## src/rtl/garage_pkg.sv

```systemverilog
// garage_pkg: shared constants and helpers for the car-park occupancy controller.
//   CAPACITY_DEF - default maximum occupancy
//   LANES_DEF    - default number of entry lanes (and of exit lanes)
//   DENIED_W     - width of the saturating refused-entry tally
//   calc_cw()    - occupancy counter width for a given capacity
package garage_pkg;

   localparam int CAPACITY_DEF = 50;
   localparam int LANES_DEF    = 2;
   localparam int DENIED_W     = 16;

   // Counter must hold 0..cap inclusive.
   function automatic int calc_cw(input int cap);
      return $clog2(cap + 1);
   endfunction

endpackage

```

## src/rtl/lane_event_detect.sv

```systemverilog
// lane_event_detect: per-lane rising-edge detector for sensor levels.
//   clk, reset - clock and asynchronous active-high reset
//   sens       - W sensor levels (1 = car present)
//   evt        - W rising-edge events (sens & ~previous sens), combinational
// The previous-level register clears on reset, so a sensor held high across
// reset release yields one event on the first edge after release.
module lane_event_detect #(
   parameter int W = 2
) (
   input  logic         clk,
   input  logic         reset,
   input  logic [W-1:0] sens,
   output logic [W-1:0] evt
);

   logic [W-1:0] prev_q, prev_d;

   always_comb begin
      prev_d = sens;
   end

   always_ff @(posedge clk or posedge reset) begin
      if (reset) prev_q <= '0;
      else       prev_q <= prev_d;
   end

   assign evt = sens & ~prev_q;

endmodule

```

## src/rtl/garage_occupancy_ctrl.sv

```systemverilog
// garage_occupancy_ctrl: multi-lane car-park occupancy controller.
//   clk, reset    - clock and asynchronous active-high reset
//   clear         - synchronous clear of occupancy and refused tally
//   entry_sens    - per-lane entry sensor levels
//   exit_sens     - per-lane exit sensor levels
//   entry_grant   - registered 1-cycle pulse, entry accepted
//   entry_reject  - registered 1-cycle pulse, entry refused (lot full)
//   exit_grant    - registered 1-cycle pulse, exit accepted
//   count         - current occupancy
//   free_slots    - CAPACITY - count
//   full / empty / almost_full - flags decoded from count
//   denied_total  - saturating tally of entry_reject pulses
module garage_occupancy_ctrl
   import garage_pkg::*;
#(
   parameter  int CAPACITY  = CAPACITY_DEF,
   parameter  int LANES     = LANES_DEF,
   parameter  int AF_MARGIN = 5,
   localparam int CW        = calc_cw(CAPACITY)
) (
   input  logic                clk,
   input  logic                reset,
   input  logic                clear,
   input  logic [LANES-1:0]    entry_sens,
   input  logic [LANES-1:0]    exit_sens,
   output logic [LANES-1:0]    entry_grant,
   output logic [LANES-1:0]    entry_reject,
   output logic [LANES-1:0]    exit_grant,
   output logic [CW-1:0]       count,
   output logic [CW-1:0]       free_slots,
   output logic                full,
   output logic                empty,
   output logic                almost_full,
   output logic [DENIED_W-1:0] denied_total
);

   logic [LANES-1:0] entry_evt, exit_evt;

   lane_event_detect #(.W(LANES)) u_entry_det (
      .clk   (clk),
      .reset (reset),
      .sens  (entry_sens),
      .evt   (entry_evt)
   );

   lane_event_detect #(.W(LANES)) u_exit_det (
      .clk   (clk),
      .reset (reset),
      .sens  (exit_sens),
      .evt   (exit_evt)
   );

   logic [CW-1:0]       count_q, count_d;
   logic [DENIED_W-1:0] denied_q, denied_d;
   logic [LANES-1:0]    entry_grant_q, entry_grant_d;
   logic [LANES-1:0]    entry_reject_q, entry_reject_d;
   logic [LANES-1:0]    exit_grant_q, exit_grant_d;

   logic [CW-1:0]       ex_budget, en_budget;
   logic [CW-1:0]       n_ent, n_ex;
   logic [2:0]          n_rej;
   logic [DENIED_W:0]   den_sum;

   // Priority grant with a running budget, lowest lane first. Both budgets
   // come from count_q, so slots freed by same-cycle exits are not reused
   // and the grant totals can never move count outside 0..CAPACITY.
   always_comb begin
      ex_budget      = count_q;
      en_budget      = CW'(CAPACITY) - count_q;
      n_ent          = '0;
      n_ex           = '0;
      n_rej          = '0;
      entry_grant_d  = '0;
      entry_reject_d = '0;
      exit_grant_d   = '0;
      for (int i = 0; i < LANES; i++) begin
         if (exit_evt[i] && (ex_budget != '0)) begin
            exit_grant_d[i] = 1'b1;
            ex_budget       = ex_budget - CW'(1);
            n_ex            = n_ex + CW'(1);
         end
         if (entry_evt[i]) begin
            if (en_budget != '0) begin
               entry_grant_d[i] = 1'b1;
               en_budget        = en_budget - CW'(1);
               n_ent            = n_ent + CW'(1);
            end else begin
               entry_reject_d[i] = 1'b1;
               n_rej             = n_rej + 3'd1;
            end
         end
      end

      count_d  = count_q + n_ent - n_ex;

      // One spare bit catches the carry for saturation.
      den_sum  = {1'b0, denied_q} + (DENIED_W+1)'(n_rej);
      denied_d = den_sum[DENIED_W] ? '1 : den_sum[DENIED_W-1:0];

      // Clear overrides every event; edge detectors keep tracking regardless.
      if (clear) begin
         count_d        = '0;
         denied_d       = '0;
         entry_grant_d  = '0;
         entry_reject_d = '0;
         exit_grant_d   = '0;
      end
   end

   always_ff @(posedge clk or posedge reset) begin
      if (reset) begin
         count_q        <= '0;
         denied_q       <= '0;
         entry_grant_q  <= '0;
         entry_reject_q <= '0;
         exit_grant_q   <= '0;
      end else begin
         count_q        <= count_d;
         denied_q       <= denied_d;
         entry_grant_q  <= entry_grant_d;
         entry_reject_q <= entry_reject_d;
         exit_grant_q   <= exit_grant_d;
      end
   end

   assign count        = count_q;
   assign free_slots   = CW'(CAPACITY) - count_q;
   assign full         = (count_q == CW'(CAPACITY));
   assign empty        = (count_q == '0);
   assign almost_full  = (int'(free_slots) <= AF_MARGIN);
   assign denied_total = denied_q;
   assign entry_grant  = entry_grant_q;
   assign entry_reject = entry_reject_q;
   assign exit_grant   = exit_grant_q;

endmodule

```

## config.mk

```make
export PLATFORM = sky130hd
export DESIGN_NAME = garage_occupancy_ctrl
export DESIGN_NICKNAME = d
export VERILOG_FILES = /design/src/rtl/garage_pkg.sv /design/src/rtl/lane_event_detect.sv /design/src/rtl/garage_occupancy_ctrl.sv
export SDC_FILE = /design/constraint.sdc
export NUM_CORES = 1
export LEC_CHECK = 0
export ABC_AREA = 1
export ABC_CLOCK_PERIOD_IN_PS = 4160
export CAP_MARGIN = 20
export CORE_UTILIZATION = 54
export CTS_BUF_LIST = sky130_fd_sc_hd__clkbuf_8
export DETAILED_ROUTE_END_ITERATION = 6
export GPL_TIMING_DRIVEN = 0
export MAX_ROUTING_LAYER = met4
export PLACE_DENSITY = 0.93
export SLEW_MARGIN = 30
export SYNTH_ARGS = -nofsm -noshare
export SYNTH_HDL_FRONTEND = slang
export SYNTH_SLANG_ARGS = --single-unit
```

## constraint.sdc

```tcl
create_clock -name clk -period 4.16 [get_ports clk]
set_input_delay 0.416 -clock clk [delete_from_list [all_inputs] [get_ports clk]]
set_output_delay 0.416 -clock clk [all_outputs]
set_load 0.01 [all_outputs]
```

==> metrics.txt <==
sequential-to-total area share from yosys stat 34.4%; Most common cell on crit path ha_1; Worst path slowest cell dfrtp_1; crit path max fanout 8; critical path cell sequence inv_1, ha_1, inv_2, o21ai_2, nand2_2, nor2_4, nand3_2, nand2_2, inv_1, ha_1, or2_2, nand2_1, ha_1, inv_1, ha_1, fa_1, nand2_1, a21oi_1, nor2_1, o21ai_0, a21oi_1; Place WS 505 ps; Least-Margin Pin Slew 645 ps; multi-input logic area 1270 um2; Inst Count DP 394; Post-CTS Repair Setup Buffers 0; final worst slack 421 ps; boundary pin count 44; CTS sink count 32; number of CTS-inserted buffers 5; worst path required time 4380 ps; Overall Power 1500 uW; layout cells sized above 1 10.5%; Most used DFF post-synth dfrtp_1; TritonCTS clock tree done; CTS Hold Buffers Added 0; non-filler cells, final 402; Final Max Slew Viols 0; FF-to-FF path depth 21; setup_tns 0 ps; Initial Utilization 57.4%; CP Data Arrival Time 3960 ps; Unique masters post-synth 32; post-synth top area share 34.4%; CTS clock-pin slew for the worst setup and hold paths 70 ps; worst rel slew slack 56.9%; Critical Path End Type register; leakage 0.00152 uW; first-pass iteration count of the detailed router 4; top-count cell post-synth nand2_1; first-pass GRT wire length 8920 um; Post-DP HPWL 4040 um; PwrDens 511 nW/um2; total track usage 27.2%; RSZ-0062 raised after global routing no; YS warnings 0; GR Overflow Total 0; Max H-tree Level 2; maximum VDD drop 0.329 mV; routability congestion estimate 0.971; Final setup viols 0; Nets 384; core area 4060 um2; status completed; Fin. Hold Viols 0; final critical-path share of the clock period 89.9%; CP max stage delay 430 ps; post-cts resize count 0; Die H 67.7 um; number of max-cap violations 0; Setup crit start kind register; initial antenna violation count 0; remaining routing DRC violations 0; Buffers on Ports 42; Syn Inst Count 302; Initial DRC Count 149; Layout Skew 3.44 ps; DIE AREA 4580 um2; Max Clk Rate 0.267 GHz; r2r startpoint count[3]; Synth Net Count 335; Post-synth EDFFs 0; HP Class input pin to asynchronous set/reset pin; Worst-Skew Late Latency 290 ps; clock period minus worst slack 3740 ps; fill count 299; kind of cell adding the most delay to the critical path adder cells; WL/cell 13.5 um; syn_area_per_cell 7.71 um2; vias in the first global route 2032; Die X 67.7 um; R2R setup slack 420 ps; R2R Path End count[4]; top post-synthesis cells by count 61 x nand2_1, 58 x inv_1, 32 x dfrtp_1, 25 x nand3_1; Vias 2123; Post-synth ARST share 100%; Final ANT Viol Nets 0; Synth area leader dfrtp_1; largest net degree at the start of global routing 33; Site Rows 23; buffers and inverters on the worst path 4; Yosys reg bits 32; Syn Std Cell Area 2330 um2; final core utilization 72.4%; FF/Latch Area 801 um2; clock buffer depth 2; vias per cell 5.28; Synth area leaders dfrtp_1 34%, ha_1 12%, nand2_1 9.8%, inv_1 9.4%, nand3_1 5.4%; n_diodes 0; routed wire length 5420 um; clk root buf clkbuf_8; Layout area overhead 26.2%; Crit Path Category register to register
## cell usage in the layout (no fill, tap or decap)
cell / Yosys / final
fa_1: 3 / 3
nand2_1: 61 / 61
nor2_4: 4 / 4
clkdlybuf4s50_1: 0 / 42
buf_4: 1 / 1
nand3b_1: 1 / 1
xnor2_1: 1 / 1
a31oi_1: 2 / 2
and3_1: 1 / 1
nor2_2: 1 / 1
nand4_2: 1 / 1
nand3_2: 3 / 3
xor2_1: 7 / 7
o21ai_0: 9 / 9
inv_2: 4 / 5
nor3_2: 2 / 2
nor3_4: 1 / 1
nand2_2: 7 / 7
ha_1: 23 / 23
or2_2: 1 / 1
a21oi_2: 1 / 1
buf_6: 1 / 1
bufinv_16: 0 / 1
dfrtp_1: 32 / 32
nand4_1: 4 / 4
nor3_1: 2 / 2
nand3_1: 25 / 25
clkbuf_8: 0 / 7
a21oi_1: 18 / 18
o21ai_2: 1 / 1
nor2_1: 23 / 23
clkbuf_1: 2 / 2
inv_1: 58 / 57
o21ai_1: 1 / 1
o211a_1: 1 / 1
## cell families after synthesis
group                    count (synthesis)  share of synthesized area, %
adder cells (fa/ha/maj)                 26                          14.9
flip-flops                              32                          34.4
AO/OA/AOI/OAI                           33                          7.74
XOR/XNOR                                 8                          3.01
AND/OR/NAND/NOR                        137                          28.8
buffers and inverters                   66                          11.1
## layout make-up
cell class | instances | area share (%)
repair buffers | 42 | 14.3
plain buffers | 4 | 0.895
clock buffers | 7 | 3.28
multi-input cells | 204 | 43.2
clock inverters | 1 | 1.02
well taps | 50 | 2.13
inverters | 62 | 7.92
flip-flops and latches | 32 | 27.3
## registers in the layout, summed over array words and instances (netlist names)
name / count
denied_total: 16
count: 6
entry_grant: 2
entry_reject: 2
exit_grant: 2
u_entry_det.prev_q: 2
u_exit_det.prev_q: 2
## power breakdown
group	internal [uW]	switching (uW)
registers	341	51.5
logic	333	442
clock network	211	121
total	885	614
## how the worst max path moves through the flow
stage	slack [ps]	cells past startpoint	startpoint	end
3_5_place_dp	510	21	count[3]	count[4]
3_3_place_gp	630	19	count[0]	count[4]
4_1_cts	450	21	count[3]	count[4]
2_1_floorplan	860	21	count[3]	count[4]
6_report	420	21	count[3]	count[4]
5_1_grt	130	19	count[0]	count[4]
## worst reg2reg max path, cell delays in order (launching register included)
cell and delay (ps):
dfrtp_1 430, inv_1 250, ha_1 360, inv_2 70, o21ai_2 130, nand2_2 100, nor2_4 130, nand3_2 130
nand2_2 110, inv_1 50, ha_1 260, or2_2 290, nand2_1 90, ha_1 130, inv_1 50, ha_1 210
fa_1 410, nand2_1 80, a21oi_1 60, nor2_1 120, o21ai_0 100, a21oi_1 130
## metrics by stage
stage | area, um2 | hold WS [ps]
after CTS | 2940 | 529
after global placement | 2810 | 498
final | 2940 | 527
after global routing | 2940 | 590
after detailed placement | 2810 | 512
after floorplan | 2330 | 447
## layer usage
metal	share of wire (%)	wire [um]	vias to the layer above	global-route usage, %
met2	51	2750	74	44.8
li1	-	-	1039	-
met4	1.6	88	0	9.04
met3	4.6	252	9	7.60
met1	43	2330	1001	31.7
met5	0	0	-	-
(Power assumes the default switching activity.)
